<file path="src/rtl/cordic_fixedpoint_pkg.sv">
// cordic_fixedpoint_pkg: shared constants for the threshold-table loader,
// the loader state encoding and a helper that slices one entry out of the
// flattened table bus.
package cordic_fixedpoint_pkg;

  localparam int ROM_C_W   = 21;
  localparam int ROM_C_N   = 16;
  localparam int ROM_PTR_W = $clog2(ROM_C_N);

  typedef enum logic [1:0] {
    stIdle = 2'd0,
    stLoad = 2'd1,
    stDone = 2'd2
  } loaderStateE;

  // Entry k of the flattened table lives at bits [k*ROM_C_W +: ROM_C_W].
  function automatic logic [ROM_C_W-1:0] tableEntry(
    input logic [ROM_C_N*ROM_C_W-1:0] tbl,
    input int                         k
  );
    return tbl[k*ROM_C_W +: ROM_C_W];
  endfunction

endpackage

</file>
<file path="src/rtl/cordic_fixedpoint_rom_C_mono_chk.sv">
// cordic_fixedpoint_rom_C_mono_chk: flags a threshold that does not strictly
// exceed the previously written entry. The first entry (ptr==0) has no
// predecessor and is never flagged.
module cordic_fixedpoint_rom_C_mono_chk
  import cordic_fixedpoint_pkg::*;
#(
  parameter int C_W   = ROM_C_W,
  parameter int PTR_W = ROM_PTR_W
) (
  input  logic [C_W-1:0]   iData,
  input  logic [C_W-1:0]   iPrev,
  input  logic [PTR_W-1:0] iPtr,
  output logic             oErrNxt
);

  // Combinational ordering test for the beat being transferred.
  assign oErrNxt = (iPtr != '0) && (iData <= iPrev);

endmodule

</file>
<file path="src/rtl/cordic_fixedpoint_get_phase_rom_c_loader.sv">
// cordic_fixedpoint_get_phase_rom_c_loader: run-time writer for the 16-entry
// threshold table used by the phase-address comparator.
// Optional build macro: CORDIC_ROM_C_MONO_CHECK_EN enables the strictly
// ascending order check; without it oLoad_err stays 0 and DONE always
// qualifies the table.
//
// state | meaning
// IDLE  | no load in progress, table not yet qualified since reset/start
// LOAD  | accepting one threshold per beat, ptr = next entry to write
// DONE  | all entries written, table valid unless an ordering error occurred
module cordic_fixedpoint_get_phase_rom_c_loader
  import cordic_fixedpoint_pkg::*;
#(
  parameter int C_W = ROM_C_W,
  parameter int C_N = ROM_C_N
) (
  input  logic             iClk,
  input  logic             iRst,
  input  logic             iStart,
  input  logic             iData_valid,
  input  logic [C_W-1:0]   iData,
  output logic             oData_ready,
  output logic [C_N*C_W-1:0] oTable,
  output logic             oTable_valid,
  output logic             oBusy,
  output logic             oLoad_err
);

  localparam int PTR_W = $clog2(C_N);
  localparam logic [PTR_W-1:0] LAST_PTR = PTR_W'(C_N - 1);

  localparam logic [1:0] IDLE = stIdle;
  localparam logic [1:0] LOAD = stLoad;
  localparam logic [1:0] DONE = stDone;

  logic [1:0]       state;
  logic [PTR_W-1:0] ptr;
  logic [C_W-1:0]   regFile [C_N];
  logic             tableValid;
  logic             loadErr;
  logic             errNxt;

`ifdef CORDIC_ROM_C_MONO_CHECK_EN
  logic [PTR_W-1:0] prevIdx;
  assign prevIdx = ptr - 1'b1;

  cordic_fixedpoint_rom_C_mono_chk #(
    .C_W   (C_W),
    .PTR_W (PTR_W)
  ) uMonoChk (
    .iData   (iData),
    .iPrev   (regFile[prevIdx]),
    .iPtr    (ptr),
    .oErrNxt (errNxt)
  );
`else
  assign errNxt = 1'b0;
`endif

  // Sequencer and register file; iStart always wins over a same-cycle beat.
  always_ff @(posedge iClk) begin
    if (iRst) begin
      state      <= IDLE;
      ptr        <= '0;
      tableValid <= 1'b0;
      loadErr    <= 1'b0;
      for (int k = 0; k < C_N; k++) regFile[k] <= '0;
    end else begin
      case (state)
        IDLE, DONE: begin
          if (iStart) begin
            state      <= LOAD;
            ptr        <= '0;
            tableValid <= 1'b0;
            loadErr    <= 1'b0;
          end
        end
        LOAD: begin
          if (iStart) begin
            ptr     <= '0;
            loadErr <= 1'b0;
          end else if (iData_valid) begin
            regFile[ptr] <= iData;
            ptr          <= ptr + 1'b1;
            if (errNxt) loadErr <= 1'b1;
            if (ptr == LAST_PTR) begin
              state      <= DONE;
              tableValid <= !(loadErr || errNxt);
            end
          end
        end
        default: state <= IDLE;
      endcase
    end
  end

  // Flatten the register file straight onto the table bus.
  for (genvar k = 0; k < C_N; k++) begin : gTable
    assign oTable[k*C_W +: C_W] = regFile[k];
  end

  assign oData_ready  = (state == LOAD);
  assign oBusy        = (state == LOAD);
  assign oTable_valid = tableValid;
  assign oLoad_err    = loadErr;

endmodule
</file>
<file path="config.mk">
export PLATFORM = sky130hd
export DESIGN_NAME = cordic_fixedpoint_get_phase_rom_c_loader
export DESIGN_NICKNAME = d
export VERILOG_FILES = /design/src/rtl/cordic_fixedpoint_pkg.sv /design/src/rtl/cordic_fixedpoint_rom_C_mono_chk.sv /design/src/rtl/cordic_fixedpoint_get_phase_rom_c_loader.sv
export SDC_FILE = /design/constraint.sdc
export NUM_CORES = 1
export LEC_CHECK = 0
export ABC_CLOCK_PERIOD_IN_PS = 1900
export BUFFER_PORTS_ARGS = -buffer_cell sky130_fd_sc_hd__buf_4
export CAP_MARGIN = 25
export CORE_ASPECT_RATIO = 0.8
export CORE_UTILIZATION = 48
export CTS_BUF_LIST = sky130_fd_sc_hd__clkbuf_4 sky130_fd_sc_hd__clkbuf_8
export DETAILED_ROUTE_END_ITERATION = 8
export PLACE_DENSITY = 0.78
export SYNTH_ARGS = -nofsm -noshare
export SYNTH_HDL_FRONTEND = slang
export SYNTH_SLANG_ARGS = --single-unit
</file>
<file path="constraint.sdc">
create_clock -name iClk -period 1.9 [get_ports iClk]
set_clock_uncertainty 0.2 [all_clocks]
set_input_delay 0.285 -clock iClk [delete_from_list [all_inputs] [get_ports iClk]]
set_output_delay 0.285 -clock iClk [all_outputs]
set_load 0.02 [all_outputs]
</file>
; Word level (Yosys, flattened, before mapping)
; Memory sizes are Yosys's and may differ from the RTL's.
; Cells that the tools add are included.
[word_totals]
reg_bits = 7
ramBits = 336
output_inout_bits = 340
wordCells = 44
mem_count = 1
[mem_list]
columns = name, depth, word_bits, rd, rd_ports_with_merged_regs, wr, line_no
row1 = regFile, 16, 21, 16, 0, 16, cordic_fixedpoint_get_phase_rom_c_loader.sv:38  ; logic [C_W-1:0] regFile [C_N];
[op_classes]
addsub = 1
n_eq_ne = 8
n_mux = 24
n_reduce_logical = 7
[op_table]
columns = op, n
row1 = two-way mux 21 bit, 1
row2 = OR reduction 21 bit, 1
row3 = two-way mux 4 bit, 4
row4 = two-way mux 1 bit, 12
row5 = two-way mux 2 bit, 4
row6 = case mux 4 bit (2 select lines), 1
row7 = inequality test 2 bit (second input constant), 3
row8 = AND reduction 5 bit, 1
row9 = adder 4 x 1 -> 4 bit (second input constant), 1
row10 = == test 4 bit (second input constant), 1
row11 = case mux 2 bit (2 select lines), 1
row12 = AND reduction 4 bit, 1
row13 = inequality test 3 bit (second input constant), 1
row14 = AND reduction 3 bit, 1
row15 = == test 2 x 1 -> 1 bit (second input constant), 1
row16 = == test 2 bit (second input constant), 1
row17 = zero test 2 bit, 1
row18 = inequality test 2 x 1 -> 1 bit (second input constant), 1
row19 = case mux 1 bit (2 select lines), 1
row20 = nonzero test 2 bit, 1
row21 = OR reduction 2 bit, 1

; Longest topological paths before layout
[depth]
ltp_word = 7
mapped_depth = 6
ltp_nobuf = 4

; Worst setup path after synthesis
; OpenSTA, ideal clock, no wires.
[synth_timing]
path_kind = register -> register
startpoint = register state[0]
endpoint = memory regFile[6][0] in the netlist's numbering, enable pin
setup_time_ns = 0.377
arrival_time_ns = 1.503
required_ns = 1.323
setup_slack_ns = -0.179
stages_incl_launch_ff = 5
period_less_slack_ns = 2.079
path_cell_list = dfxtp_1 -> nor3b_2 -> buf_4 -> and3_1 -> a21o_1
[synth_lines]
columns = element, line_no
row1 = start: declaration, cordic_fixedpoint_get_phase_rom_c_loader.sv:36  ; logic [1:0] state;
row2 = start signal: assignment, cordic_fixedpoint_get_phase_rom_c_loader.sv:63  ; state <= IDLE;
row3 = start signal: assignment, cordic_fixedpoint_get_phase_rom_c_loader.sv:72  ; state <= LOAD;
row4 = start signal: assignment, cordic_fixedpoint_get_phase_rom_c_loader.sv:87  ; state <= DONE;
row5 = end: declaration, cordic_fixedpoint_get_phase_rom_c_loader.sv:38

; Worst setup path after layout
[layout_timing]
startpoint = register ptr[1]
endpoint = register ptr[2]
[layout_via]
elab_chain_len = 4
[layout_rtl]
columns = element, line_no
row1 = start: declaration, cordic_fixedpoint_get_phase_rom_c_loader.sv:37  ; logic [PTR_W-1:0] ptr;
row2 = start signal: assignment, cordic_fixedpoint_get_phase_rom_c_loader.sv:84  ; ptr <= ptr + 1'b1;
row3 = adder 4 x 1 -> 4 bit, cordic_fixedpoint_get_phase_rom_c_loader.sv:84
row4 = two-way mux 4 bit, cordic_fixedpoint_get_phase_rom_c_loader.sv:82  ; end else if (iData_valid) begin
row5 = two-way mux 4 bit, cordic_fixedpoint_get_phase_rom_c_loader.sv:79  ; if (iStart) begin
row6 = case mux 4 bit (2 select lines), cordic_fixedpoint_get_phase_rom_c_loader.sv:69  ; case (state)
; Every way passes these cells. The select of a mux whose other input is x is not followed.
; A chain may end at the register's enable or synchronous reset.

==> impl_metrics.csv <==
group,metric,value,unit
global_route,grt_max_degree,47,
synth,yosysWarnings,0,
layout,drive_gt1_share,38.7,%
worst_setup_path,critPathRequiredTime,2.16,ns
run_status,status,"finished, final reports clean",
clock_network,cts.clk_slew.worst_paths,0.07,ns
routing,ant_nets,0,
sta,period_minus_slack,1.87,ns
sta,rsz0062_at_grt,"true",
global_route,grt_usage,26.6,%
routing,vias,8875,
clock_network,root_buffer,"clkbuf_8",
die,core-area,0.0255,mm^2
synth,synth_seq_cells,343,
layout,final_cells,1696,
sta,clock.fmax,536,MHz
placed_design,dp.cells,1588,
power,powerDensity,919,mW/mm^2
worst_setup_path,startpoint_type,"flip-flop",
die,ioPinCount,365,
routing,drtIter0Drc,783,
power,p_leak,6.83,nW
sta,fin_crit_sh,98.2,%
routing,met1_length,13700,um
routing,wl_met2,17900,um
layout,final_util,68.1,%
placed_design,hpwl,25100,um
routing,avgViaCountPerCell,5.23,
die,die_h,147,um
synth,syn-cell-area,0.0126,mm^2
die,dieArea,0.0269,mm^2
run,drv_cap,0,
global_route,first_global_vias,8477,
synth,ys_seq_area_share,81.2,%
sta,worst_slack,0.0349,ns
clock_network,tritoncts,"yes",
routing,first_pass_iters,5,
worst_setup_path,worstSetupEndpointType,"flip-flop",
clock_network,htreeDepth,2,
clock_network,cts.sinks,343,
placed_design,place.gp.congestion,0.845,
worst_setup_path,crit_type,"flip-flop to flip-flop",
worst_setup_path,worst_ep_arrival_time,2.13,ns
routing,drc,0,
sta,maxSlewViolCount,0,
routing,drt-wirelength-per-cell,21.5,um
synth,synth_cell_types,31,
placed_design,pre_cts_slack,-0.00380,ns
layout,fillCellCount,1754,
routing,top_layer_used,"met4",
power,vdd_drop_max,566,uV
die,start_util,49.4,%
global_route,antenna_found_initial,0,
die,die_w,183,um
global_route,overflow,0,
global_route,grt_first_pass_wirelength,52000,um
worst_hold_path,hp-class,"input port to flip-flop",
worst_setup_path,worst-path-max-fanout,6,
sta,hold_viol,0,
clock_network,post-cts-setup-buffers,0,
routing,wl,36500,um
routing,wl_met3,4220,um
clock_network,clock_latency,0.57,ns
placed_design,portBuffers,363,
clock_network,clock_path_buffers,3,
synth,avgSynthCellArea,14.3,um^2
sta,setup_violations,0,
die,rows,52,
layout,syn_to_final_growth,38.0,%
synth,syn_nets,911,
synth,syn_inst,882,
clock_network,cts_inserted_buffers,51,
layout,finalNetCount,1337,
layout,antennaDiodeCount,0,
==> state kept, by name, summed over array words and instances (netlist names) <==
register,count
regFile,336
state,2
oTable_valid,1
ptr,4
==> critical path, cell delays in order (launching register included) <==
cell and delay [ns]:
dfxtp_1 0.42, ha_2 0.28, inv_1 0.07, or4_1 0.50
a221oi_1 0.29
==> timing repair <==
action | 4_1_cts | 5_1_grt
resized for setup | 6 | 11
endpoints found under the setup margin | 50 | 369
pin swaps | 1 | 1
hold endpoints to repair | 79 | 0
cloned | 0 | 0
hold buffers | 18 | 0
==> layer usage <==
layer / up-vias / GRT usage [%]
met5: - / 0
met2: 566 / 43.9
met1: 4348 / 34.4
li1: 3902 / -
met4: 0 / 6.79
met3: 59 / 8.45
==> cell type report <==
| type | count | area, um^2 | area share (%) |
|---|---|---|---|
| Tap cell | 351 | 439 | 2.53 |
| Clock inverter | 22 | 181 | 1.04 |
| Inverter | 5 | 18.8 | 0.108 |
| Timing Repair Buffer | 425 | 3560 | 20.5 |
| Multi-Input combinational cell | 482 | 2100 | 12.1 |
| Clock buffer | 68 | 836 | 4.81 |
| Sequential cell | 343 | 10200 | 58.9 |
==> path summary, 6_finish.rpt <==
check                             startpoint              end  slack (ns)  cells after the start
worst max-delay path                  ptr[1]           ptr[2]        0.03                      4
worst min-delay path               iData[11]  regFile[12][11]        0.03                      3
worst max register to register        ptr[1]           ptr[2]        0.03                      4
worst min register to register  oTable_valid     oTable_valid        0.29                      2
==> through the flow <==
stage | hold WS, ns | TNS, ns | power (mW) | area, um^2
CTS | 0.00198 | 0 | 16.0 | 17300
detailed placement | 0.269 | -0.0573 | 10.1 | 16100
finish | 0.0313 | 0 | 16.0 | 17400
floorplan | 0.163 | 0 | 9.30 | 12600
global placement | 0.268 | 0 | 10.0 | 16100
global route | 0.0183 | -0.0944 | 16.4 | 17400
==> power by group <==
part / internal (mW) / switching, mW / leakage [nW]
logic: 0.492 / 0.790 / 2.76
clock network: 3.27 / 2.77 / 0.535
registers: 8.54 / 0.109 / 3.53
total: 12.3 / 3.67 / 6.83
==> cell usage after synthesis, drive strengths merged <==
library cell / number / share of area, %
a31oi: 1 / 0.050
nand4: 1 / 0.050
a221oi: 1 / 0.070
and2: 2 / 0.099
ha: 4 / 0.40
conb: 1 / 0.030
inv: 5 / 0.15
nor2b: 2 / 0.099
nor2: 338 / 10
and2b: 1 / 0.060
nand2: 85 / 2.5
o31ai: 1 / 0.060
or3: 1 / 0.050
edfxtp: 336 / 80
nor3: 3 / 0.12
nor3b: 1 / 0.099
nand3: 6 / 0.32
a21oi: 5 / 0.20
buf: 34 / 2.1
dfxtp: 7 / 1.1
or4: 2 / 0.12
clkbuf: 18 / 0.54
and3: 5 / 0.25
a311oi: 1 / 0.070
o21ai: 2 / 0.080
o211ai: 1 / 0.060
a211oi: 2 / 0.12
a21o: 16 / 0.95
==> kinds of logic (layout without fill, tap and decap cells) <==
family,after synthesis,after routing,synth area share [%]
buffers and inverters,57,520,2.79
AO/OA/AOI/OAI,30,30,1.66
flip-flops,343,343,81.2
adder cells (fa/ha/maj),4,4,0.398
other,1,1,0.0298
AND/OR/NAND/NOR,447,447,13.9
==> layout by cell type, fill, tap and decap left out, drive strengths merged, types with 6 or more instances in the layout <==
cell type | netlist | final
a21o | 16 | 16
buf | 34 | 407
clkbuf | 18 | 68
clkinv | 0 | 17
dfxtp | 7 | 7
dlygate4sd3 | 0 | 18
edfxtp | 336 | 336
inv | 5 | 6
nand2 | 85 | 85
nand3 | 6 | 6
nor2 | 338 | 338
No activity file was read; power rests on OpenSTA's default activity.
